### config.mk
export PLATFORM = sky130hd
export DESIGN_NAME = midi_mem_arbiter
export DESIGN_NICKNAME = d
export VERILOG_FILES = /design/src/rtl/midi_mem_pkg.sv /design/src/rtl/midi_note_fifo.sv /design/src/rtl/midi_mem_arbiter.sv
export SDC_FILE = /design/constraint.sdc
export NUM_CORES = 1
export LEC_CHECK = 0
export CORE_MARGIN = 2
export CORE_UTILIZATION = 46
export DETAILED_ROUTE_END_ITERATION = 8
export PLACE_DENSITY = 0.83
export SETUP_SLACK_MARGIN = 0.2
export SYNTH_ARGS = -nofsm -noshare
export SYNTH_HDL_FRONTEND = slang
export SYNTH_SLANG_ARGS = --single-unit
### constraint.sdc
create_clock -name clk -period 2.3 [get_ports clk]
set_input_delay 0.46 -clock clk [delete_from_list [all_inputs] [get_ports clk]]
set_output_delay 0.46 -clock clk [all_outputs]
set_load 0.05 [all_outputs]
### src/rtl/midi_mem_pkg.sv
// Shared types and constants for the CPU/MIDI memory arbiter.
// Latency: n/a (types and constants only).
// Backpressure: n/a.
package midi_mem_pkg;

  // Access issued by the arbiter in the current cycle.
  typedef enum logic [1:0] {
    ARB_IDLE = 2'd0,
    ARB_CPU  = 2'd1,
    ARB_MIDI = 2'd2
  } arb_state_t;

  // MIDI note word layout: [15:8] velocity, [7] ignored, [6:0] pitch.
  localparam int NOTE_W    = 16;
  localparam int VEL_MSB   = 15;
  localparam int VEL_LSB   = 8;
  localparam int PITCH_MSB = 6;

  // Default first slot address of the pitch-class table.
  localparam logic [13:0] NOTE_BASE_DEFAULT = 14'h3F00;

endpackage

### src/rtl/midi_note_fifo.sv
// Synchronous FIFO holding queued MIDI note words.
// Latency: a pushed entry is visible on dout the cycle after the push.
// Backpressure: push is ignored while full, pop is ignored while empty.
module midi_note_fifo
  import midi_mem_pkg::*;
#(
  parameter int DEPTH = 4,
  parameter int WIDTH = NOTE_W,
  localparam int PTR_W = $clog2(DEPTH)
) (
  input  logic             clk,
  input  logic             reset,
  input  logic             push,
  input  logic [WIDTH-1:0] din,
  input  logic             pop,
  output logic             full,
  output logic             empty,
  output logic [PTR_W:0]   level,
  output logic [WIDTH-1:0] dout
);

  logic [WIDTH-1:0] mem [DEPTH];
  logic [PTR_W-1:0] wr_ptr;
  logic [PTR_W-1:0] rd_ptr;
  logic             do_push;
  logic             do_pop;

  // Full/empty come straight from the registered occupancy count.
  assign full    = (level == (PTR_W + 1)'(DEPTH));
  assign empty   = (level == '0);
  assign do_push = push && !full;
  assign do_pop  = pop && !empty;
  assign dout    = mem[rd_ptr];

  // Pointers wrap naturally because DEPTH is a power of two.
  always_ff @(posedge clk or posedge reset) begin
    if (reset) begin
      wr_ptr <= '0;
      rd_ptr <= '0;
      level  <= '0;
    end else begin
      if (do_push) wr_ptr <= wr_ptr + PTR_W'(1);
      if (do_pop)  rd_ptr <= rd_ptr + PTR_W'(1);
      case ({do_push, do_pop})
        2'b10:   level <= level + (PTR_W + 1)'(1);
        2'b01:   level <= level - (PTR_W + 1)'(1);
        default: level <= level;
      endcase
    end
  end

  // Storage needs no reset: an empty FIFO never exposes stale words.
  always_ff @(posedge clk) begin
    if (do_push) mem[wr_ptr] <= din;
  end

endmodule

### src/rtl/midi_mem_arbiter.sv
// Arbitrates CPU accesses and queued MIDI note writes onto one memory port.
// Latency: 1 cycle from sampled cpu_req / non-empty queue to the memory access.
// Backpressure: midi_ready = !full; CPU waits for cpu_gnt; optional MIDI_NOTE_OFF_FILTER_EN.
module midi_mem_arbiter
  import midi_mem_pkg::*;
#(
  parameter int                DATA_W     = 16,
  parameter int                ADDR_W     = 14,
  parameter int                FIFO_DEPTH = 4,
  parameter int                NUM_NOTES  = 12,
  parameter logic [ADDR_W-1:0] NOTE_BASE  = ADDR_W'(NOTE_BASE_DEFAULT),
  parameter int                STARVE_MAX = 8
) (
  input  logic                          clk,
  input  logic                          reset,
  input  logic                          cpu_req,
  input  logic                          cpu_we,
  input  logic [ADDR_W-1:0]             cpu_addr,
  input  logic [DATA_W-1:0]             cpu_wdata,
  output logic                          cpu_gnt,
  input  logic                          midi_valid,
  input  logic [NOTE_W-1:0]             midi_note,
  output logic                          midi_ready,
  input  logic                          overflow_clr,
  output logic                          mem_en,
  output logic                          mem_we,
  output logic [ADDR_W-1:0]             mem_addr,
  output logic [DATA_W-1:0]             mem_wdata,
  output logic [NUM_NOTES-1:0]          note_hit,
  output logic                          overflow,
  output logic [$clog2(FIFO_DEPTH):0]   fifo_level
);

  localparam int          SLOT_W    = (NUM_NOTES > 1) ? $clog2(NUM_NOTES) : 1;
  localparam int          CNT_W     = $clog2(STARVE_MAX + 1);
  localparam logic [7:0]  NOTES_DIV = 8'(NUM_NOTES);

  arb_state_t               state;
  logic [CNT_W-1:0]         starve_cnt;
  logic                     starved;
  logic                     fifo_full;
  logic                     fifo_empty;
  logic [NOTE_W-1:0]        fifo_dout;
  logic                     note_keep;
  logic                     push_req;
  logic                     drop_evt;
  logic                     cpu_win;
  logic                     midi_win;
  logic [7:0]               pitch_ext;
  logic [SLOT_W-1:0]        slot;
  logic [ADDR_W-1:0]        note_addr;
  logic [NUM_NOTES-1:0]     hit_vec;

`ifdef MIDI_NOTE_OFF_FILTER_EN
  // Note-off (velocity 0) is accepted on the handshake but never queued.
  assign note_keep = (midi_note[VEL_MSB:VEL_LSB] != 8'd0);
`else
  assign note_keep = 1'b1;
`endif

  assign midi_ready = !fifo_full;
  assign push_req   = midi_valid && !fifo_full && note_keep;
  assign drop_evt   = midi_valid && fifo_full;
  assign starved    = (starve_cnt == CNT_W'(STARVE_MAX));

  midi_note_fifo #(
    .DEPTH (FIFO_DEPTH),
    .WIDTH (NOTE_W)
  ) u_fifo (
    .clk   (clk),
    .reset (reset),
    .push  (push_req),
    .din   (midi_note),
    .pop   (midi_win),
    .full  (fifo_full),
    .empty (fifo_empty),
    .level (fifo_level),
    .dout  (fifo_dout)
  );

  // CPU wins unless a queued note has already waited STARVE_MAX CPU wins.
  always_comb begin
    cpu_win  = cpu_req && !(!fifo_empty && starved);
    midi_win = !cpu_win && !fifo_empty;
  end

  // Map the queue head onto its pitch-class slot address and hit bit.
  always_comb begin
    pitch_ext = {1'b0, fifo_dout[PITCH_MSB:0]};
    slot      = SLOT_W'(pitch_ext % NOTES_DIV);
    note_addr = NOTE_BASE + ADDR_W'(slot);
    hit_vec   = NUM_NOTES'(1) << slot;
  end

  // The state names the access issued this cycle; enable and grant decode from it.
  assign cpu_gnt = (state == ARB_CPU);
  assign mem_en  = (state != ARB_IDLE);

  // Arbitration FSM with registered memory-side outputs and starvation counter.
  always_ff @(posedge clk or posedge reset) begin
    if (reset) begin
      state      <= ARB_IDLE;
      mem_we     <= 1'b0;
      mem_addr   <= '0;
      mem_wdata  <= '0;
      note_hit   <= '0;
      starve_cnt <= '0;
    end else begin
      if (cpu_win) begin
        state     <= ARB_CPU;
        mem_we    <= cpu_we;
        mem_addr  <= cpu_addr;
        mem_wdata <= cpu_wdata;
        note_hit  <= '0;
      end else if (midi_win) begin
        state     <= ARB_MIDI;
        mem_we    <= 1'b1;
        mem_addr  <= note_addr;
        mem_wdata <= DATA_W'(fifo_dout);
        note_hit  <= hit_vec;
      end else begin
        // Address and data deliberately hold their last values when idle.
        state     <= ARB_IDLE;
        mem_we    <= 1'b0;
        note_hit  <= '0;
      end

      if (fifo_empty || midi_win) begin
        starve_cnt <= '0;
      end else if (cpu_win && !starved) begin
        starve_cnt <= starve_cnt + CNT_W'(1);
      end
    end
  end

  // Sticky drop flag; a new drop in the same cycle beats the clear.
  always_ff @(posedge clk or posedge reset) begin
    if (reset) begin
      overflow <= 1'b0;
    end else if (drop_evt) begin
      overflow <= 1'b1;
    end else if (overflow_clr) begin
      overflow <= 1'b0;
    end
  end

endmodule
==> flow_summary.yaml <==
status:
  outcome: "finished, violations left"
  violations: "negative setup slack"
setup_path:
  critical_path_class: "register to register"
  rr_endpoint: "note_hit[1]$_DFF_PP0_"
  cp_max_fo: 6
  slowest_delay_ns: 0.61
  startpoint_type: "register"
  cp_slowest_cell: "mux4_2"
  critPathCaptureType: "register"
  path_cells: "mux4_2 > buf_6 > nor3b_2 > a32o_2 > a221o_2 > a2111oi_4"
  critPathRequiredTime_ns: 2.70
  critPathLaunch: "u_fifo.rd_ptr[0]$_DFFE_PP0P_"
  rr_worst_depth: 6
  regToRegStartpoint: "u_fifo.rd_ptr[0]$_DFFE_PP0P_"
  cp.arrival_ns: 2.79
  ff2ff_setup_slack_ns: -0.08
layout:
  postLayoutCoreUtil_pct: 69.69
  final_layout_size_suffix_gt1_share_pct: 28.48
  diodes: 0
  fin_nets: 542
  finalNonFillerCells: 631
  area_delta_synth_final_pct: 46.93
sta:
  period_minus_slack_ns: 2.384
  setup_slack_ns: -0.08447
  finalClockSkew_ns: 0.008427
  drv_slew: 0
  rsz0062_at_grt: "true"
  period_share_pct: 103.7
  timing.fmax_mhz: 419.4
  hold_viol: 0
  worst_hold_slack_ns: 0.3394
  relSlewSlack_pct: 27.34
  fin_setup_tns_ns: -0.5538
  final-setup-viol-count: 10
  worst_pin_slew_ns: 1.060
global_routing:
  grt_pass1_vias: 3535
  gr-total-overflow: 0
  grt_max_degree: 39
  track_usage_pct: 21.63
  grt_pass1_wl_mm: 18.65
  antenna_found_initial: 0
routing:
  num_vias: 3445
  antenna_left: 0
  dr.pass1.iters: 4
  drtIter0Drc: 157
  viasPerCell: 5.460
  drcViolationCount: 0
  routedWlPerCell_um: 19.00
  wirelength_mm: 11.99
clocking:
  cts_made_buffers: 17
  clockRootBuffer: "clkbuf_8"
  clkTransAtPathRegs_ns: 0.06
  cts_tree: "done"
  insertion_delay_ns: 0.52
  hold_buffers: 0
  clock_path_buffers: 2
  clock_sink_count: 121
  h-tree-depth: 4
placed_design:
  portBuffers: 101
  gp_congestion: 0.8696
  place_inst: 590
  hpwl_mm: 7.623
  pre_cts_ws_ns: -0.1765
floorplan:
  die_width_um: 107.4
  start_util_pct: 47.43
  rows: 37
  die_area_mm2: 0.01154
  core-area_mm2: 0.01037
  fp.dieH_um: 107.4
  io_pins: 102
logic_synthesis:
  synth_area_leader_cell: "edfxtp_1"
  synth_cell_types: 46
  netlist_area_mm2: 0.004918
  postSynthCellCount: 335
  ys_seq_area_share_pct: 68.07
  ys_top_cells_by_area: "edfxtp_1, dfrtp_1, mux4_2"
  synth_edf_count: 64
  yosys_warnings: 0
  async_reset_ff_share_pct: 47.11
  syn_avg_cell_area_um2: 14.68
  synth-seq-cells: 121
  synthFlopType: "edfxtp_1"
  synth_fp_nets: 395
  netlist.area_leader.share_pct: 39.07
job:
  maxCapViolCount: 0
power_and_ir_drop:
  ir_drop_v: 0.0007307
  p_per_area_mw_per_mm2: 1544
  p_leak_nw: 2.933
min_path:
  hold_path_class: "input port to async pin"
-- synth_stat cells, types with 2 or more instances --
library cell	number
mux2i_1	6
and3_1	5
buf_1	3
nand2_1	40
a31oi_1	15
mux4_2	15
nor3_1	4
a32o_1	2
a21oi_1	4
ha_1	7
nand2b_1	4
mux2_2	2
a22o_1	4
nor2_1	23
nand3_1	3
edfxtp_1	64
xor2_1	4
dfrtp_1	57
clkbuf_1	9
o22a_1	6
inv_1	10
nor2b_1	5
a2111oi_1	7
nor4b_1	4
or3_1	2
xnor2_1	5
o21ai_0	5
buf_2	2
-- worst max path at each step --
| stage | slack, ns | end |
|---|---|---|
| after global placement | -0.04 | note_hit[11]$_DFF_PP0_ |
| final | -0.08 | note_hit[1]$_DFF_PP0_ |
| after CTS | -0.05 | note_hit[1]$_DFF_PP0_ |
| after floorplan | 0.06 | note_hit[11]$_DFF_PP0_ |
| after detailed placement | -0.18 | note_hit[1]$_DFF_PP0_ |
| after global routing | -0.20 | note_hit[11]$_DFF_PP0_ |
-- metrics by stage --
stage                     cell area [µm²]  power (W)
after global placement               6445   0.007824
after global routing                 7227    0.01166
after detailed placement             6445   0.008002
after CTS                            7089    0.01082
after floorplan                      5066   0.006325
final                                7227    0.01116
-- metal layers --
metal	global-route usage, %	share of wire, %	routed length, µm	vias to the layer above
met3	6.356	6.1	733	17
met2	35.94	49	5922	125
met1	27.12	43	5126	1735
li1	-	-	-	1568
met4	7.692	1.7	206	0
met5	0	0	0	-
-- worst max-delay path: cells and delay by family, from the launching register on --
kind / cells / cell delay (ns)
muxes: 1 / 0.61
buffers and inverters: 1 / 0.16
and+or+nand+nor: 1 / 0.15
AOI/OAI and AO/OA: 3 / 0.87
DFF: 1 / 0.48
-- cells by family (layout without fill, tap and decap cells) --
| family | after synthesis | count (layout) | synth area share [%] |
|---|---|---|---|
| flops | 121 | 121 | 68.07 |
| fa+ha+maj | 8 | 8 | 2.188 |
| simple gates | 95 | 95 | 9.031 |
| xor+xnor | 9 | 9 | 1.603 |
| compound gates | 52 | 52 | 8.064 |
| buf+inv | 26 | 186 | 2.188 |
| mux | 24 | 24 | 8.853 |
-- cell usage in the layout (no fill, tap or decap), drive strengths merged, types with 7 or more instances in the layout --
cell type	instances
edfxtp	64
dfrtp	57
clkdlybuf4s50	51
dlygate4sd2	46
buf	43
nand2	40
nor2	23
clkbuf	18
inv	16
mux4	15
a31oi	15
a2111oi	8
ha	7
-- sequential cells by signal (all words and copies together) (netlist names) --
register,flops
u_fifo.rd_ptr,2
u_fifo.level,3
state,2
mem_addr,14
u_fifo.wr_ptr,2
note_hit,12
mem_wdata,16
u_fifo.mem,64
mem_we,1
starve_cnt,4
overflow,1
-- final cells by class --
type	count	area, µm²
sequential	121	3353
fill	666	3143
multi-input combinational	188	1730
timing repair buffer	143	1304
clock buffer	17	414.1
clock inverter	15	212.7
tap	136	170.2
inverter	11	42.54
-- power by group --
group | switching (W) | internal [W]
clock | 0.00102 | 0.00178
sequential | 0.000305 | 0.00286
combinational | 0.00314 | 0.00205
total | 0.00446 | 0.00670
-- what timing repair did --
item | CTS | global route
gates resized for setup | 65 | 21
pin swaps | 4 | 3
setup endpoints to repair | 63 | 19
setup buffers | 5 | 4
Note: power is estimated with default switching activity, not from simulation.
